## src/rtl/mem_bus_arbiter_pkg.sv

```systemverilog
// Shared types and default sizing for the icache/dcache RAM-port arbiter.
package mem_bus_arbiter_pkg;
    typedef enum logic [1:0] {IDLE = 2'd0, IGNT = 2'd1, DGNT = 2'd2} arb_state_t;
    typedef enum logic [1:0] {FREE = 2'd0, BUSY = 2'd1, ACCESS = 2'd2, ERROR = 2'd3} ramstate_t;
    localparam int BURST_LEN_DEF  = 2;
    localparam int STARVE_MAX_DEF = 4;
endpackage

```

## src/rtl/mem_bus_arbiter_if.sv

```systemverilog
// Bundle of cache-side and RAM-side signals seen by the arbiter.
interface mem_bus_arbiter_if;
    logic        iREN;
    logic [31:0] iaddr;
    logic        iwait;
    logic [31:0] iload;
    logic        dREN;
    logic        dWEN;
    logic [31:0] daddr;
    logic [31:0] dstore;
    logic        dwait;
    logic [31:0] dload;
    logic        ramREN;
    logic        ramWEN;
    logic [31:0] ramaddr;
    logic [31:0] ramstore;
    logic [31:0] ramload;
    logic [1:0]  ramstate;

    modport slave (
        input  iREN, iaddr, dREN, dWEN, daddr, dstore, ramload, ramstate,
        output iwait, iload, dwait, dload, ramREN, ramWEN, ramaddr, ramstore
    );
    modport master (
        output iREN, iaddr, dREN, dWEN, daddr, dstore, ramload, ramstate,
        input  iwait, iload, dwait, dload, ramREN, ramWEN, ramaddr, ramstore
    );
endinterface

```

## src/rtl/mem_bus_arbiter_starve_counter.sv

```systemverilog
// Saturating count of consecutive dcache grants taken while the icache waits.
module arb_starve_counter #(
    parameter int MAX = 4
) (
    input  logic CLK,
    input  logic nRST,
    input  logic i_clr,
    input  logic i_inc,
    output logic o_at_max
);
    localparam int W = $clog2(MAX + 1);

    logic [W-1:0] r_cnt;

    always_ff @(posedge CLK) begin
        if (!nRST)
            r_cnt <= '0;
        else if (i_clr)
            r_cnt <= '0;
        else if (i_inc && (r_cnt != W'(MAX)))
            r_cnt <= r_cnt + 1'b1;
    end

    assign o_at_max = (r_cnt == W'(MAX));
endmodule

```

## src/rtl/mem_bus_arbiter.sv

```systemverilog
// Single-port RAM arbiter: grants the icache or dcache for up to one block,
// with a one-cycle IDLE bubble between grants and bounded icache starvation.
module mem_bus_arbiter
    import mem_bus_arbiter_pkg::*;
#(
    parameter int BURST_LEN  = BURST_LEN_DEF,
    parameter int STARVE_MAX = STARVE_MAX_DEF
) (
    input  logic             CLK,
    input  logic             nRST,
    mem_bus_arbiter_if.slave bus
);
    localparam int WCW = $clog2(BURST_LEN) + 1;

    arb_state_t     r_state, w_next;
    logic [WCW-1:0] r_word_cnt, w_word_cnt_nxt;
    logic           w_dreq, w_acc, w_last, w_at_max, w_starve_clr, w_starve_inc;
    logic           w_ram_ren, w_ram_wen, w_iwait, w_dwait;
    logic [31:0]    w_ram_addr, w_ram_store;

    assign w_dreq = bus.dREN | bus.dWEN;
    assign w_acc  = (bus.ramstate == ACCESS);
    assign w_last = (r_word_cnt == WCW'(BURST_LEN - 1));

    arb_starve_counter #(.MAX(STARVE_MAX)) u_starve (
        .CLK      (CLK),
        .nRST     (nRST),
        .i_clr    (w_starve_clr),
        .i_inc    (w_starve_inc),
        .o_at_max (w_at_max)
    );

    always_ff @(posedge CLK) begin
        if (!nRST) begin
            r_state    <= IDLE;
            r_word_cnt <= '0;
        end else begin
            r_state    <= w_next;
            r_word_cnt <= w_word_cnt_nxt;
        end
    end

    // RAM enables follow the live request so a dropped request releases the port at once.
    always_comb begin
        w_next         = r_state;
        w_word_cnt_nxt = r_word_cnt;
        w_ram_ren      = 1'b0;
        w_ram_wen      = 1'b0;
        w_ram_addr     = '0;
        w_ram_store    = '0;
        w_iwait        = 1'b1;
        w_dwait        = 1'b1;
        w_starve_clr   = 1'b0;
        w_starve_inc   = 1'b0;
        case (r_state)
            IDLE: begin
                w_word_cnt_nxt = '0;
                if (w_dreq && !(bus.iREN && w_at_max)) begin
                    w_next       = DGNT;
                    w_starve_inc = bus.iREN;
                    w_starve_clr = !bus.iREN;
                end else if (bus.iREN) begin
                    w_next       = IGNT;
                    w_starve_clr = 1'b1;
                end
            end
            IGNT: begin
                w_ram_ren  = bus.iREN;
                w_ram_addr = bus.iaddr;
                w_iwait    = !w_acc;
                if (!bus.iREN) begin
                    w_next         = IDLE;
                    w_word_cnt_nxt = '0;
                end else if (w_acc) begin
                    if (w_last) begin
                        w_next         = IDLE;
                        w_word_cnt_nxt = '0;
                    end else begin
                        w_word_cnt_nxt = r_word_cnt + 1'b1;
                    end
                end
            end
            DGNT: begin
                w_ram_wen   = bus.dWEN;
                w_ram_ren   = bus.dREN & ~bus.dWEN;
                w_ram_addr  = bus.daddr;
                w_ram_store = bus.dstore;
                w_dwait     = !w_acc;
                if (!w_dreq) begin
                    w_next         = IDLE;
                    w_word_cnt_nxt = '0;
                end else if (w_acc) begin
                    if (w_last) begin
                        w_next         = IDLE;
                        w_word_cnt_nxt = '0;
                    end else begin
                        w_word_cnt_nxt = r_word_cnt + 1'b1;
                    end
                end
            end
            default: begin
                w_next         = IDLE;
                w_word_cnt_nxt = '0;
            end
        endcase
    end

    assign bus.ramREN   = w_ram_ren;
    assign bus.ramWEN   = w_ram_wen;
    assign bus.ramaddr  = w_ram_addr;
    assign bus.ramstore = w_ram_store;
    assign bus.iwait    = w_iwait;
    assign bus.dwait    = w_dwait;
    assign bus.iload    = bus.ramload;
    assign bus.dload    = bus.ramload;
endmodule

```

## src/flat_wrapper.sv

```systemverilog
// flat-port wrapper written by rule: the top's interface ports become plain ports
module mem_bus_arbiter_flat import mem_bus_arbiter_pkg::*;
#(
    parameter int BURST_LEN  = BURST_LEN_DEF,
    parameter int STARVE_MAX = STARVE_MAX_DEF
)
  (CLK, nRST, bus_iREN, bus_iaddr, bus_dREN, bus_dWEN, bus_daddr, bus_dstore, bus_ramload, bus_ramstate, bus_iwait, bus_iload, bus_dwait, bus_dload, bus_ramREN, bus_ramWEN, bus_ramaddr, bus_ramstore);
  mem_bus_arbiter_if bus_i ();
  input  logic CLK;
  input  logic nRST;
  input wire logic [$bits(bus_i.iREN)-1:0] bus_iREN;
  input wire logic [$bits(bus_i.iaddr)-1:0] bus_iaddr;
  input wire logic [$bits(bus_i.dREN)-1:0] bus_dREN;
  input wire logic [$bits(bus_i.dWEN)-1:0] bus_dWEN;
  input wire logic [$bits(bus_i.daddr)-1:0] bus_daddr;
  input wire logic [$bits(bus_i.dstore)-1:0] bus_dstore;
  input wire logic [$bits(bus_i.ramload)-1:0] bus_ramload;
  input wire logic [$bits(bus_i.ramstate)-1:0] bus_ramstate;
  output wire logic [$bits(bus_i.iwait)-1:0] bus_iwait;
  output wire logic [$bits(bus_i.iload)-1:0] bus_iload;
  output wire logic [$bits(bus_i.dwait)-1:0] bus_dwait;
  output wire logic [$bits(bus_i.dload)-1:0] bus_dload;
  output wire logic [$bits(bus_i.ramREN)-1:0] bus_ramREN;
  output wire logic [$bits(bus_i.ramWEN)-1:0] bus_ramWEN;
  output wire logic [$bits(bus_i.ramaddr)-1:0] bus_ramaddr;
  output wire logic [$bits(bus_i.ramstore)-1:0] bus_ramstore;
  assign bus_i.iREN = bus_iREN;
  assign bus_i.iaddr = bus_iaddr;
  assign bus_i.dREN = bus_dREN;
  assign bus_i.dWEN = bus_dWEN;
  assign bus_i.daddr = bus_daddr;
  assign bus_i.dstore = bus_dstore;
  assign bus_i.ramload = bus_ramload;
  assign bus_i.ramstate = bus_ramstate;
  assign bus_iwait = bus_i.iwait;
  assign bus_iload = bus_i.iload;
  assign bus_dwait = bus_i.dwait;
  assign bus_dload = bus_i.dload;
  assign bus_ramREN = bus_i.ramREN;
  assign bus_ramWEN = bus_i.ramWEN;
  assign bus_ramaddr = bus_i.ramaddr;
  assign bus_ramstore = bus_i.ramstore;
  mem_bus_arbiter #(.BURST_LEN(BURST_LEN), .STARVE_MAX(STARVE_MAX)) u_core (.CLK(CLK), .nRST(nRST), .bus(bus_i));
endmodule
```

## config.mk

```make
export PLATFORM = sky130hd
export DESIGN_NAME = mem_bus_arbiter_flat
export DESIGN_NICKNAME = d
export VERILOG_FILES = /design/src/rtl/mem_bus_arbiter_pkg.sv /design/src/rtl/mem_bus_arbiter_if.sv /design/src/rtl/mem_bus_arbiter_starve_counter.sv /design/src/rtl/mem_bus_arbiter.sv /design/src/flat_wrapper.sv
export SDC_FILE = /design/constraint.sdc
export NUM_CORES = 1
export LEC_CHECK = 0
export BUFFER_PORTS_ARGS = -buffer_cell sky130_fd_sc_hd__buf_2
export CORE_AREA = 2 2 105 107
export CTS_CLUSTER_SIZE = 30
export DETAILED_ROUTE_END_ITERATION = 8
export DIE_AREA = 0 0 107 109
export GPL_ROUTABILITY_DRIVEN = 0
export SLEW_MARGIN = 0
export SYNTH_ARGS = -nofsm -noshare
export SYNTH_HDL_FRONTEND = slang
export SYNTH_SLANG_ARGS = --single-unit
```

## constraint.sdc

```tcl
create_clock -name CLK -period 2.4 [get_ports CLK]
set_input_delay 0.36 -clock CLK [delete_from_list [all_inputs] [get_ports CLK]]
set_output_delay 0.36 -clock CLK [all_outputs]
set_load 0.005 [all_outputs]
```

### Yosys cells after proc, flatten, opt, wreduce, memory -nomap -nowiden

Cells that the tools add are included.

* register bits after elaboration: 7
* bits of input ports: 135
* output and inout port bits: 132
* logic and storage cells: 47

* add/sub/neg operators: 2
* equal/unequal tests: 7
* multiplexer cells: 23
* bitwise logic cells: 4
* reductions and logical operators: 8

Operator list (number)
* one-hot mux 32 bit (2 select lines): 1
* 2-to-1 mux 32 bit: 1
* 2-to-1 mux 2 bit: 10
* 2-to-1 mux 1 bit: 8
* one-hot mux 2 bit (3 select lines): 1
* == test 2 x 1 -> 1 bit (second input constant): 2
* == test 2 bit (second input constant): 2
* one-hot mux 2 bit (2 select lines): 1
* adder 3 x 1 -> 3 bit (second input constant): 1
* == test 3 bit (second input constant): 1
* logical AND 1 bit: 3
* zero test 1 bit: 3
* != test 3 x 2 -> 1 bit (second input constant): 1
* != test 3 bit (second input constant): 1
* adder 2 x 1 -> 2 bit (second input constant): 1
* zero test 2 bit: 1
* NOT 1 bit: 2
* one-hot mux 1 bit (2 select lines): 1
* OR reduction 2 bit: 1
* bitwise AND 1 bit: 1
* bitwise OR 1 bit: 1

### Depth between registers and ports, before layout

Gate-level depths: netlist (run 1).

* depth after elaboration: 7
* gate-level depth with buffers: 6
* depth with buffers taken out: 5

### Cells and area by module

From an unflattened synthesis (run 1), not the netlist that was laid out.

* cell total of the unflattened synthesis: 235
* area total of the unflattened synthesis: 1739.2 µm²

By module, submodules not included
* mem_bus_arbiter: times used 1, cells an instance 217, area an instance 1551.5 µm², seq. area each 80.1 µm²
* arb_starve_counter: times used 1, cells an instance 18, area an instance 187.7 µm², seq. area each 60.1 µm²

### Least setup slack after synthesis (run 1)

No wires, ideal clock.

* path kind: reg-to-output
* start: reg u_core.r_state[0]
* end: out bus_ramstore[22]
* arrival time: 1263 ps
* required time: 2040 ps
* setup slack: 777 ps
* cell stages (with the launch flop): 6
* buffers on the path: 2
* path through: dfxtp_1 inv_1 ha_1 clkbuf_1 clkbuf_1 and2_1

* word-level cells in the longest chain between the ends: 2

Ends and longest elaborated chain
* start: declaration: line mem_bus_arbiter.sv:15 `arb_state_t r_state, w_next;`
* start signal: assignment: line mem_bus_arbiter.sv:38 `r_state <= w_next;`
* == test 2 bit: line mem_bus_arbiter.sv:55 `case (r_state)`
* 2-to-1 mux 32 bit: line mem_bus_arbiter.sv:55
* end: declaration: line flat_wrapper.sv:26 `output wire logic [$bits(bus_i.ramstore)-1:0] bus_ramstore;`

No other way between the ends.

### Worst setup path after layout (run 1)

* start: reg u_core.r_state[1]
* end: out bus_ramaddr[8]

* word-level cells in the longest chain between the ends: 2
* elaborated cells between the ends (all ways): 3
* those cells by class: eq/ne (2); mux (1)

Ends and longest elaborated chain
* == test 2 bit or == test 2 x 1 -> 1 bit (tied branches): line mem_bus_arbiter.sv:55
* one-hot mux 32 bit (2 select lines) (*): line mem_bus_arbiter.sv:55
* end: declaration: line flat_wrapper.sv:25 `output wire logic [$bits(bus_i.ramaddr)-1:0] bus_ramaddr;`

Every way passes the cells marked *; elsewhere a longest branch is shown, timed or not.

==> results of run 1 <==
## cell usage in the layout (no fill, tap or decap), types with 4 or more instances in the layout
master	n
buf_2	170
nor2b_1	35
and2_1	35
a22oi_1	32
nand2_1	7
dfxtp_1	7
inv_1	5
ha_1	5
o21ai_0	4
nand3_1	4
## power groups by stage
stage               combinational [mW]  clock, mW  sequential, mW
floorplan                        0.322          0           0.127
finish                           0.441      0.168           0.126
CTS                              0.447      0.173           0.126
detailed placement               0.445          0           0.128
global placement                 0.431          0           0.128
global route                     0.489      0.178           0.127
## metal layers
layer | global-route usage | share of wire | vias up
met5 | 0 | 0 | -
met4 | 0.0102 | 0.0012 | 0
met3 | 0.0209 | 0.099 | 2
met2 | 0.154 | 0.50 | 121
met1 | 0.110 | 0.40 | 843
li1 | - | - | 932
## worst max path at each step
stage,from,end,cells past startpoint
floorplan,u_core.r_state[0]$_SDFFE_PN0P_,bus_ramstore[22],5
global placement,u_core.r_state[1]$_SDFFE_PN0P_,bus_ramaddr[8],6
detailed placement,u_core.r_state[1]$_SDFFE_PN0P_,bus_ramaddr[8],6
CTS,u_core.r_state[1]$_SDFFE_PN0P_,bus_ramaddr[8],6
global route,u_core.r_state[1]$_SDFFE_PN0P_,bus_ramaddr[8],6
finish,u_core.r_state[1]$_SDFFE_PN0P_,bus_ramaddr[8],6
## flip-flops by register name (all words and copies together) (netlist names)
| register | flops |
|---|---|
| u_core.u_starve.r_cnt | 3 |
| u_core.r_state | 2 |
| u_core.r_word_cnt | 2 |
## cell type report
| cell class | count | area (sq um) |
|---|---|---|
| Tap cell | 140 | 175 |
| Multi-Input combinational cell | 144 | 992 |
| Sequential cell | 7 | 140 |
| Inverter | 5 | 18.8 |
| Timing Repair Buffer | 173 | 886 |
| Clock buffer | 4 | 45.0 |
| Fill cell | 1180 | 8350 |
## logic make-up after synthesis
| family | count (synthesis) | share of synthesized area |
|---|---|---|
| AND/OR/NAND/NOR | 87 | 0.311 |
| buffers and inverters | 84 | 0.331 |
| AO/OA/AOI/OAI | 50 | 0.226 |
| flip-flops | 7 | 0.0830 |
| adder cells (fa/ha/maj) | 6 | 0.0445 |
| XOR/XNOR | 1 | 0.00519 |
==> out/metrics.cfg, run 1 <==
[run_status]
outcome=complete, no violations

[critical_path]
cp-start-kind=register
crit_type=reg -> out
cpPeakStageDelay_ps=330
crit_buf_inv=3
end_kind=primary output
regToRegSetupSlack_ps=670
crit_family=buffers and inverters
crit_fanout=33
reg2reg_depth=6
r2r_end=u_core.r_state[1]$_SDFFE_PN0P_
crit_arrival_ps=1620
critPathSlowestCell=buf_4
worstPathRequired_ps=2040
cp_cell_sequence=inv_1 -> ha_1 -> buf_4 -> a22oi_1 -> nor2b_1 -> buf_2
reg2reg_from=u_core.r_state[0]$_SDFFE_PN0P_

[logic_synthesis]
synthCells=235
yosysSeqAreaShare=0.0830
synth_top_cell_area_share=0.285
synth-edff-count=0
postSynth.asyncResetShare=0
synthDistinctLibCells=27
netlist_area_sq_um=1690
synth_seq_cells=7
yosysTopAreaCell=buf_4
ys.flop_type=dfxtp_1
synth_most_common_cell=buf_4
synth_area_leaders=buf_4 28%, a22oi_1 14%, and2_1 13%, nor2b_1 13%, dfxtp_1 8.3%
synth.yosys.warnings=0
avgSynthCellArea_sq_um=7.18
synth_nets=376
synth_common_cells=64 x buf_4, 35 x and2_1, 35 x nor2b_1

[cells_and_area]
area_delta_synth_final_pct=33.7
fin_util=0.213
n_antenna_cell=0
drive_gt1_frac=0.544
finalInstanceArea_sq_um=2260
nets=475
final_cells=473

[job]
drv_cap=0

[clocking]
clockRootBuffer=clkbuf_8
htree_levels=1
cts_max_path_buffers=2
clk_latency_ps=230
numClockSinks=7
cts_buffers=3
cts_setup_buffers=0
clk_pin_slew_worst_paths_ps=40
postCtsHoldBufs=0
cts_tree=done
cts_resized=0

[power_and_ir_drop]
p_comb_frac=0.599
pwr-share-seq=0.172
power_switching_mw=0.269
ir_worst_vdd_uv=283
power.total_mw=0.736
leakagePower_nw=1.15
power_density_nw_per_um2=326
p_sw_frac=0.366
p_clk_frac=0.229
intPower_mw=0.467

[timing]
period_share=0.826
hold_violations=0
layout_setup_ws_ps=417
skew_ps=0.189
tightest_slew_ps=446
tns_ps=0
fmax_mhz=504
max_slew_margin=0.702
final_max_slew_viol_count=0
rsz0062_at_grt=no
hold_slack_ps=497
setup_viol=0
fin_crit_ps=1980

[grt]
grt_use_total=0.0868
antenna_found_initial=0
grt_max_degree=69
grt.overflow.total=0
first_global_vias=1635
grt_pass1_wl_mm=8.27

[route]
vias_per_cell=4.01
drt_iter0_markers=129
drtAntennaViolNets=0
dr.pass1.iters=4
drt_wl_total_mm=5.82
avgRoutedWirePerCell_um=12.3
drc=0
vias=1898

[worst_hold_path]
holdPathEnd=u_core.r_word_cnt[1]$_SDFF_PN0_
min_from=u_core.r_word_cnt[1]$_SDFF_PN0_
holdCritPathClass=reg -> reg
hold_depth=1

[floorplanning]
die_w_um=107
die_h_um=109
start_util=0.159
rows=38
coreArea_sq_um=10600
die_area_sq_um=11700
ios=267

[placed_design]
post-dp-hpwl_mm=4.82
place_area_sq_um=2210
post-place-ws_ps=588
place_inst=469
io_buffer_count=170

Note: power is estimated with default switching activity, not from simulation.
==> inputs of run 2 (changes only) <==
==> constraint.sdc (replaced) <==
create_clock -name CLK -period 1.7 [get_ports CLK]
set_input_delay 0.255 -clock CLK [delete_from_list [all_inputs] [get_ports CLK]]
set_output_delay 0.255 -clock CLK [all_outputs]
set_load 0.005 [all_outputs]
==> run 2 against run 1 <==
Clock skew is 5.0 ps higher. Global-route usage is 0.24 points lower. Clock power grew 40%. Routed wire length increased by 8.9%. Sequential cell count did not move. Via count is 0.26% higher. Power rose by 63%. Worst setup slack got worse by 390 ps. Utilization rose by 2.5 points. Non-clock buffer count rose by 5. Largest cell class unchanged.
==> out/metrics.cfg, run 2 (synthesized netlist as in run 1, its figures left out) <==
[floorplanning]
die_w_um=107  ; unchanged
rows=38  ; unchanged
coreArea_sq_um=10600  ; unchanged
die_area_sq_um=11700  ; unchanged
ios=267  ; unchanged
die_h_um=109  ; unchanged
start_util=0.159  ; unchanged

[power_and_ir_drop]
power.total_mw=1.20  ; +63%
leakagePower_nw=1.22  ; +6.2%
power_density_nw_per_um2=475  ; +46%
ir_worst_vdd_uv=359  ; +27%

[grt]
antenna_found_initial=0  ; unchanged
grt_use_total=0.0844  ; -0.00239
grt_max_degree=41  ; -41%
first_global_vias=1639  ; +0.24%
grt.overflow.total=0  ; unchanged
grt_pass1_wl_mm=8.03  ; -2.9%

[worst_hold_path]
holdCritPathClass=in -> reg

[timing]
tightest_slew_ps=499  ; +52.9 ps
setup_viol=0  ; unchanged
fmax_mhz=599
layout_setup_ws_ps=30.5  ; -387 ps
hold_slack_ps=407  ; -89.6 ps
rsz0062_at_grt=yes
max_slew_margin=0.667  ; -0.0353
hold_violations=0  ; unchanged
skew_ps=5.22  ; +5.03 ps
final_max_slew_viol_count=0  ; unchanged
period_share=0.982
tns_ps=0  ; unchanged
fin_crit_ps=1670

[clocking]
clk_pin_slew_worst_paths_ps=40  ; about the same
cts_tree=done
clk_latency_ps=230  ; about the same
cts_max_path_buffers=2  ; unchanged
clockRootBuffer=clkbuf_8
numClockSinks=7  ; unchanged
postCtsHoldBufs=0  ; unchanged
cts_buffers=3  ; unchanged
htree_levels=1  ; unchanged

[cells_and_area]
drive_gt1_frac=0.609  ; +0.0659
reg_top3=u_core.u_starve.r_cnt: 3 flops, u_core.r_state: 2 flops, u_core.r_word_cnt: 2 flops
regArea_sq_um=148  ; +5.4%
area_delta_synth_final_pct=49.3
num-fill-cells=1153  ; -2.3%
final_cell_mix=170 x buf_2, 35 x nor2b_1, 35 x and2_1
nets=480  ; +1.1%
fin_util=0.238  ; +0.0248
n_antenna_cell=0  ; unchanged
multi_input_area_sq_um=1100  ; +11%
layout_commonest_cell=buf_2
max_flop_register=u_core.u_starve.r_cnt
largest_reg_flops=3  ; unchanged

[route]
vias=1903  ; +0.26%
avgRoutedWirePerCell_um=13.3  ; +7.8%
drc=0  ; unchanged
vias_per_cell=3.98  ; -0.79%
drt_wl_total_mm=6.34  ; +8.9%
dr.pass1.iters=4  ; unchanged
drt_iter0_markers=90  ; -30%
drtAntennaViolNets=0  ; unchanged

[placed_design]
post-dp-hpwl_mm=4.68  ; -2.8%
post-place-ws_ps=122  ; -466 ps
io_buffer_count=170  ; unchanged

[critical_path]
crit_arrival_ps=1410  ; -210 ps
end_kind=primary output
cp-start-kind=register
worstPathRequired_ps=1440  ; -600 ps
crit_fanout=34  ; +3.0%
crit_type=reg -> out

[run_status]
outcome=complete, no violations

[job]
drv_cap=0  ; unchanged

## run 2: changes by cell type in the layout (fill, tap and decap cells not counted), sizes merged
cell    previous run  this run
buf              173       176
clkbuf             4         6
## run 2: worst paths after layout
| kind | start | end | slack [ps] | cells after the start |
|---|---|---|---|---|
| setup / recovery | u_core.r_state[1]$_SDFFE_PN0P_ | bus_ramaddr[2] | 30 | 5 |
| hold / removal | bus_iREN | u_core.r_state[0]$_SDFFE_PN0P_ | 410 | 3 |
| setup reg to reg | u_core.u_starve.r_cnt[0]$_SDFFE_PP0P_ | u_core.u_starve.r_cnt[0]$_SDFFE_PP0P_ | 190 | 5 |
| hold reg to reg | u_core.r_word_cnt[1]$_SDFF_PN0_ | u_core.r_word_cnt[1]$_SDFF_PN0_ | 490 | 1 |
## run 2: where the power goes
group	internal (mW)	switching (mW)	leakage, nW	total, mW
registers	0.173	0.0108	0.0582	0.183
clock network	0.162	0.0723	0.0228	0.235
logic	0.432	0.346	1.14	0.778
total	0.767	0.429	1.22	1.20
## run 2: layer usage
layer  vias up  routed length, um  track usage
li1        943                  -            -
met1       854               2470       0.0957
met2       106               3350        0.163
met3         0                521       0.0215
met4         0                  0      0.00928
met5         -                  0            0
## run 2: repair_timing
item	in CTS	in global routing
setup endpoints to repair	34	31
gates cloned	1	2
gates resized for setup	13	15
buffers inserted	0	1
pin swaps	1	1
## run 2: metrics by stage
stage                     cells  instance area (sq um)
final                       478                   2520
after global routing        478                   2520
after CTS                   475                   2390
after detailed placement    470                   2260
after global placement      470                   2260
after floorplan             235                   1690
## run 2: final cells by class
| cell class | instances | share of cell area |
|---|---|---|
| clock buffers | 4 | 0.0179 |
| inverters | 5 | 0.0104 |
| flip-flops and latches | 7 | 0.0586 |
| multi-input cells | 144 | 0.435 |
| well taps | 140 | 0.0695 |
| repair buffers | 178 | 0.408 |
## run 2: worst max-delay path, stage by stage, from the launching register on
cell and delay, ps:
dfxtp_4 370, inv_4 60, ha_4 270, buf_12 160
nor2b_1 190, buf_2 140
==> inputs of run 3 (changes only) <==
--- a/config.mk
+++ b/config.mk
@@ -6,10 +6,10 @@
 export NUM_CORES = 1
 export LEC_CHECK = 0
 export BUFFER_PORTS_ARGS = -buffer_cell sky130_fd_sc_hd__buf_2
-export CORE_AREA = 2 2 105 107
+export CORE_AREA = 2 2 103 105
 export CTS_CLUSTER_SIZE = 30
 export DETAILED_ROUTE_END_ITERATION = 8
-export DIE_AREA = 0 0 107 109
+export DIE_AREA = 0 0 105 107
 export GPL_ROUTABILITY_DRIVEN = 0
 export SLEW_MARGIN = 0
 export SYNTH_ARGS = -nofsm -noshare
==> run 3 against run 2 <==
Count of clock-buffer cells in the layout unchanged. Sequential power hardly changed. Critical path depth is 1 higher. Routed wire length rose by 10%. Sequential cell count unchanged.
==> out/metrics.cfg, run 3 (synthesized netlist as in run 1, its figures left out) <==
[critical_path]
crit_family=buffers and inverters
cpPeakStageDelay_ps=340  ; -30 ps
end_kind=primary output
critPathSlowestCell=dfxtp_4
cp-start-kind=register
cp_cell_sequence=buf_4 -> ha_4 -> buf_12 -> a22oi_1 -> nor2b_1 -> buf_2
worstPathRequired_ps=1440  ; about the same
crit_type=reg -> out
crit_buf_inv=3  ; unchanged
crit_fanout=26  ; -24%
crit_arrival_ps=1440  ; +30 ps

[power_and_ir_drop]
ir_worst_vdd_uv=286  ; -20%
intPower_mw=0.864  ; +13%
power_density_nw_per_um2=505  ; +6.3%
leakagePower_nw=1.30  ; +5.9%
p_clk_frac=0.172  ; -0.024
p_sw_frac=0.350  ; -0.00832
pwr-share-seq=0.139  ; -0.014
power_switching_mw=0.466  ; +8.6%
p_comb_frac=0.688  ; +0.037

[timing]
final_max_slew_viol_count=0  ; unchanged
skew_ps=1.29  ; -3.93 ps
hold_violations=0  ; unchanged
period_share=0.996  ; +0.0142
fin_crit_ps=1690  ; +24.2 ps
max_slew_margin=0.704  ; +0.0375
rsz0062_at_grt=yes
tns_ps=0  ; unchanged
fmax_mhz=590  ; -1.4%
setup_viol=0  ; unchanged
tightest_slew_ps=443  ; -56.1 ps

[grt]
grt.overflow.total=0  ; unchanged
antenna_found_initial=0  ; unchanged
first_global_vias=2011  ; +23%
grt_pass1_wl_mm=9.76  ; +22%
grt_max_degree=29  ; -29%
grt_use_total=0.107  ; +0.0224

[cells_and_area]
final_cell_mix=170 x buf_2, 35 x and2_1, 32 x nor2b_1
layout_commonest_cell=buf_2
num-fill-cells=1134  ; -1.6%
drive_gt1_frac=0.624  ; +0.0148
nets=488  ; +1.7%
n_antenna_cell=0  ; unchanged
final_cells=482  ; +0.84%
largest_reg_flops=3  ; unchanged
finalInstanceArea_sq_um=2640  ; +4.6%
reg_top3=u_core.u_starve.r_cnt: 3 flops, u_core.r_state: 2 flops, u_core.r_word_cnt: 2 flops
max_flop_register=u_core.u_starve.r_cnt
area_delta_synth_final_pct=56.2

[placed_design]
place_inst=469  ; -0.21%
io_buffer_count=170  ; unchanged
post-dp-hpwl_mm=5.17  ; +10%
place_area_sq_um=2250  ; -0.33%

[job]
drv_cap=0  ; unchanged

[clocking]
htree_levels=1  ; unchanged
clk_pin_slew_worst_paths_ps=40  ; about the same
cts_buffers=3  ; unchanged
cts_tree=done
clk_latency_ps=220  ; about the same
clockRootBuffer=clkbuf_8
cts_max_path_buffers=2  ; unchanged
numClockSinks=7  ; unchanged

[floorplanning]
die_h_um=107  ; -1.8%
start_util=0.167  ; +0.00805
coreArea_sq_um=10100  ; -4.8%
ios=267  ; unchanged
die_area_sq_um=11200  ; -3.7%
rows=37  ; -2.6%
die_w_um=105  ; -1.9%

[route]
avgRoutedWirePerCell_um=14.5  ; +9.1%
drt_wl_total_mm=6.97  ; +10%
drtAntennaViolNets=0  ; unchanged
drt_iter0_markers=87  ; -3.3%
vias=1962  ; +3.1%
drc=0  ; unchanged
vias_per_cell=4.07  ; +2.2%
dr.pass1.iters=4  ; unchanged

[worst_hold_path]
holdCritPathClass=in -> reg

[run_status]
outcome=complete, no violations

## run 3: changes by cell type in the layout (fill, tap and decap cells not counted), moves of 2 or more
cell	before	now
a22oi_1	18	21
a22oi_2	14	11
buf_4	0	3
buf_6	0	2
nor2b_1	35	32
nor2b_2	0	3
## run 3: tightest hold or removal path, cell delays in order
cell and delay, ps:
buf_2 110, inv_1 170, a221oi_2 50
## run 3: per-layer routing
layer,GRT usage,part of all wire
met3,0.0182,0.056
met1,0.125,0.40
met2,0.192,0.51
met4,0.0467,0.035
met5,0,0
## run 3: metrics by stage
| step | total power [mW] | setup WS (ps) | hold WS (ps) | utilization |
|---|---|---|---|---|
| after detailed placement | 0.853 | 78.3 | 489 | 0.223 |
| after global routing | 1.43 | -48.3 | 422 | 0.261 |
| after CTS | 1.21 | -25.6 | 393 | 0.243 |
| after floorplan | 0.634 | 182 | 453 | - |
| final | 1.33 | 6.39 | 401 | 0.261 |
| after global placement | 0.834 | 148 | 468 | 0.223 |
## run 3: path summary, 6_finish.rpt
path                                           end  slack (ps)  depth (start not counted)                             startpoint
max                                bus_ramaddr[24]           6                          6         u_core.r_state[0]$_SDFFE_PN0P_
min                 u_core.r_state[0]$_SDFFE_PN0P_         400                          3                                   nRST
max reg2reg  u_core.u_starve.r_cnt[2]$_SDFFE_PP0P_         180                          5  u_core.u_starve.r_cnt[0]$_SDFFE_PP0P_
min reg2reg        u_core.r_word_cnt[1]$_SDFF_PN0_         490                          1        u_core.r_word_cnt[1]$_SDFF_PN0_
## run 3: power by group through the flow
| stage | clock, mW | combinational (mW) | sequential, mW |
|---|---|---|---|
| floorplan | 0 | 0.454 | 0.180 |
| global route | 0.249 | 0.995 | 0.185 |
| global placement | 0 | 0.653 | 0.180 |
| finish | 0.229 | 0.916 | 0.185 |
| CTS | 0.241 | 0.786 | 0.182 |
| detailed placement | 0 | 0.671 | 0.182 |
## run 3: cell type report
cell class / count / area (sq um) / share of cell area
Tap cell: 136 / 170 / 0.0645
Inverter: 5 / 26.3 / 0.00997
Sequential cell: 7 / 148 / 0.0560
Multi-Input combinational cell: 144 / 1100 / 0.418
Clock buffer: 4 / 45.0 / 0.0171
Timing Repair Buffer: 186 / 1150 / 0.435
## run 3: timing repair
action,in CTS,in global routing
buffers inserted,1,2
setup endpoints to repair,44,46
endpoints found under the hold margin,0,0
gates resized for setup,21,20
pin swaps,1,3
hold buffers,0,0
cloned,2,4
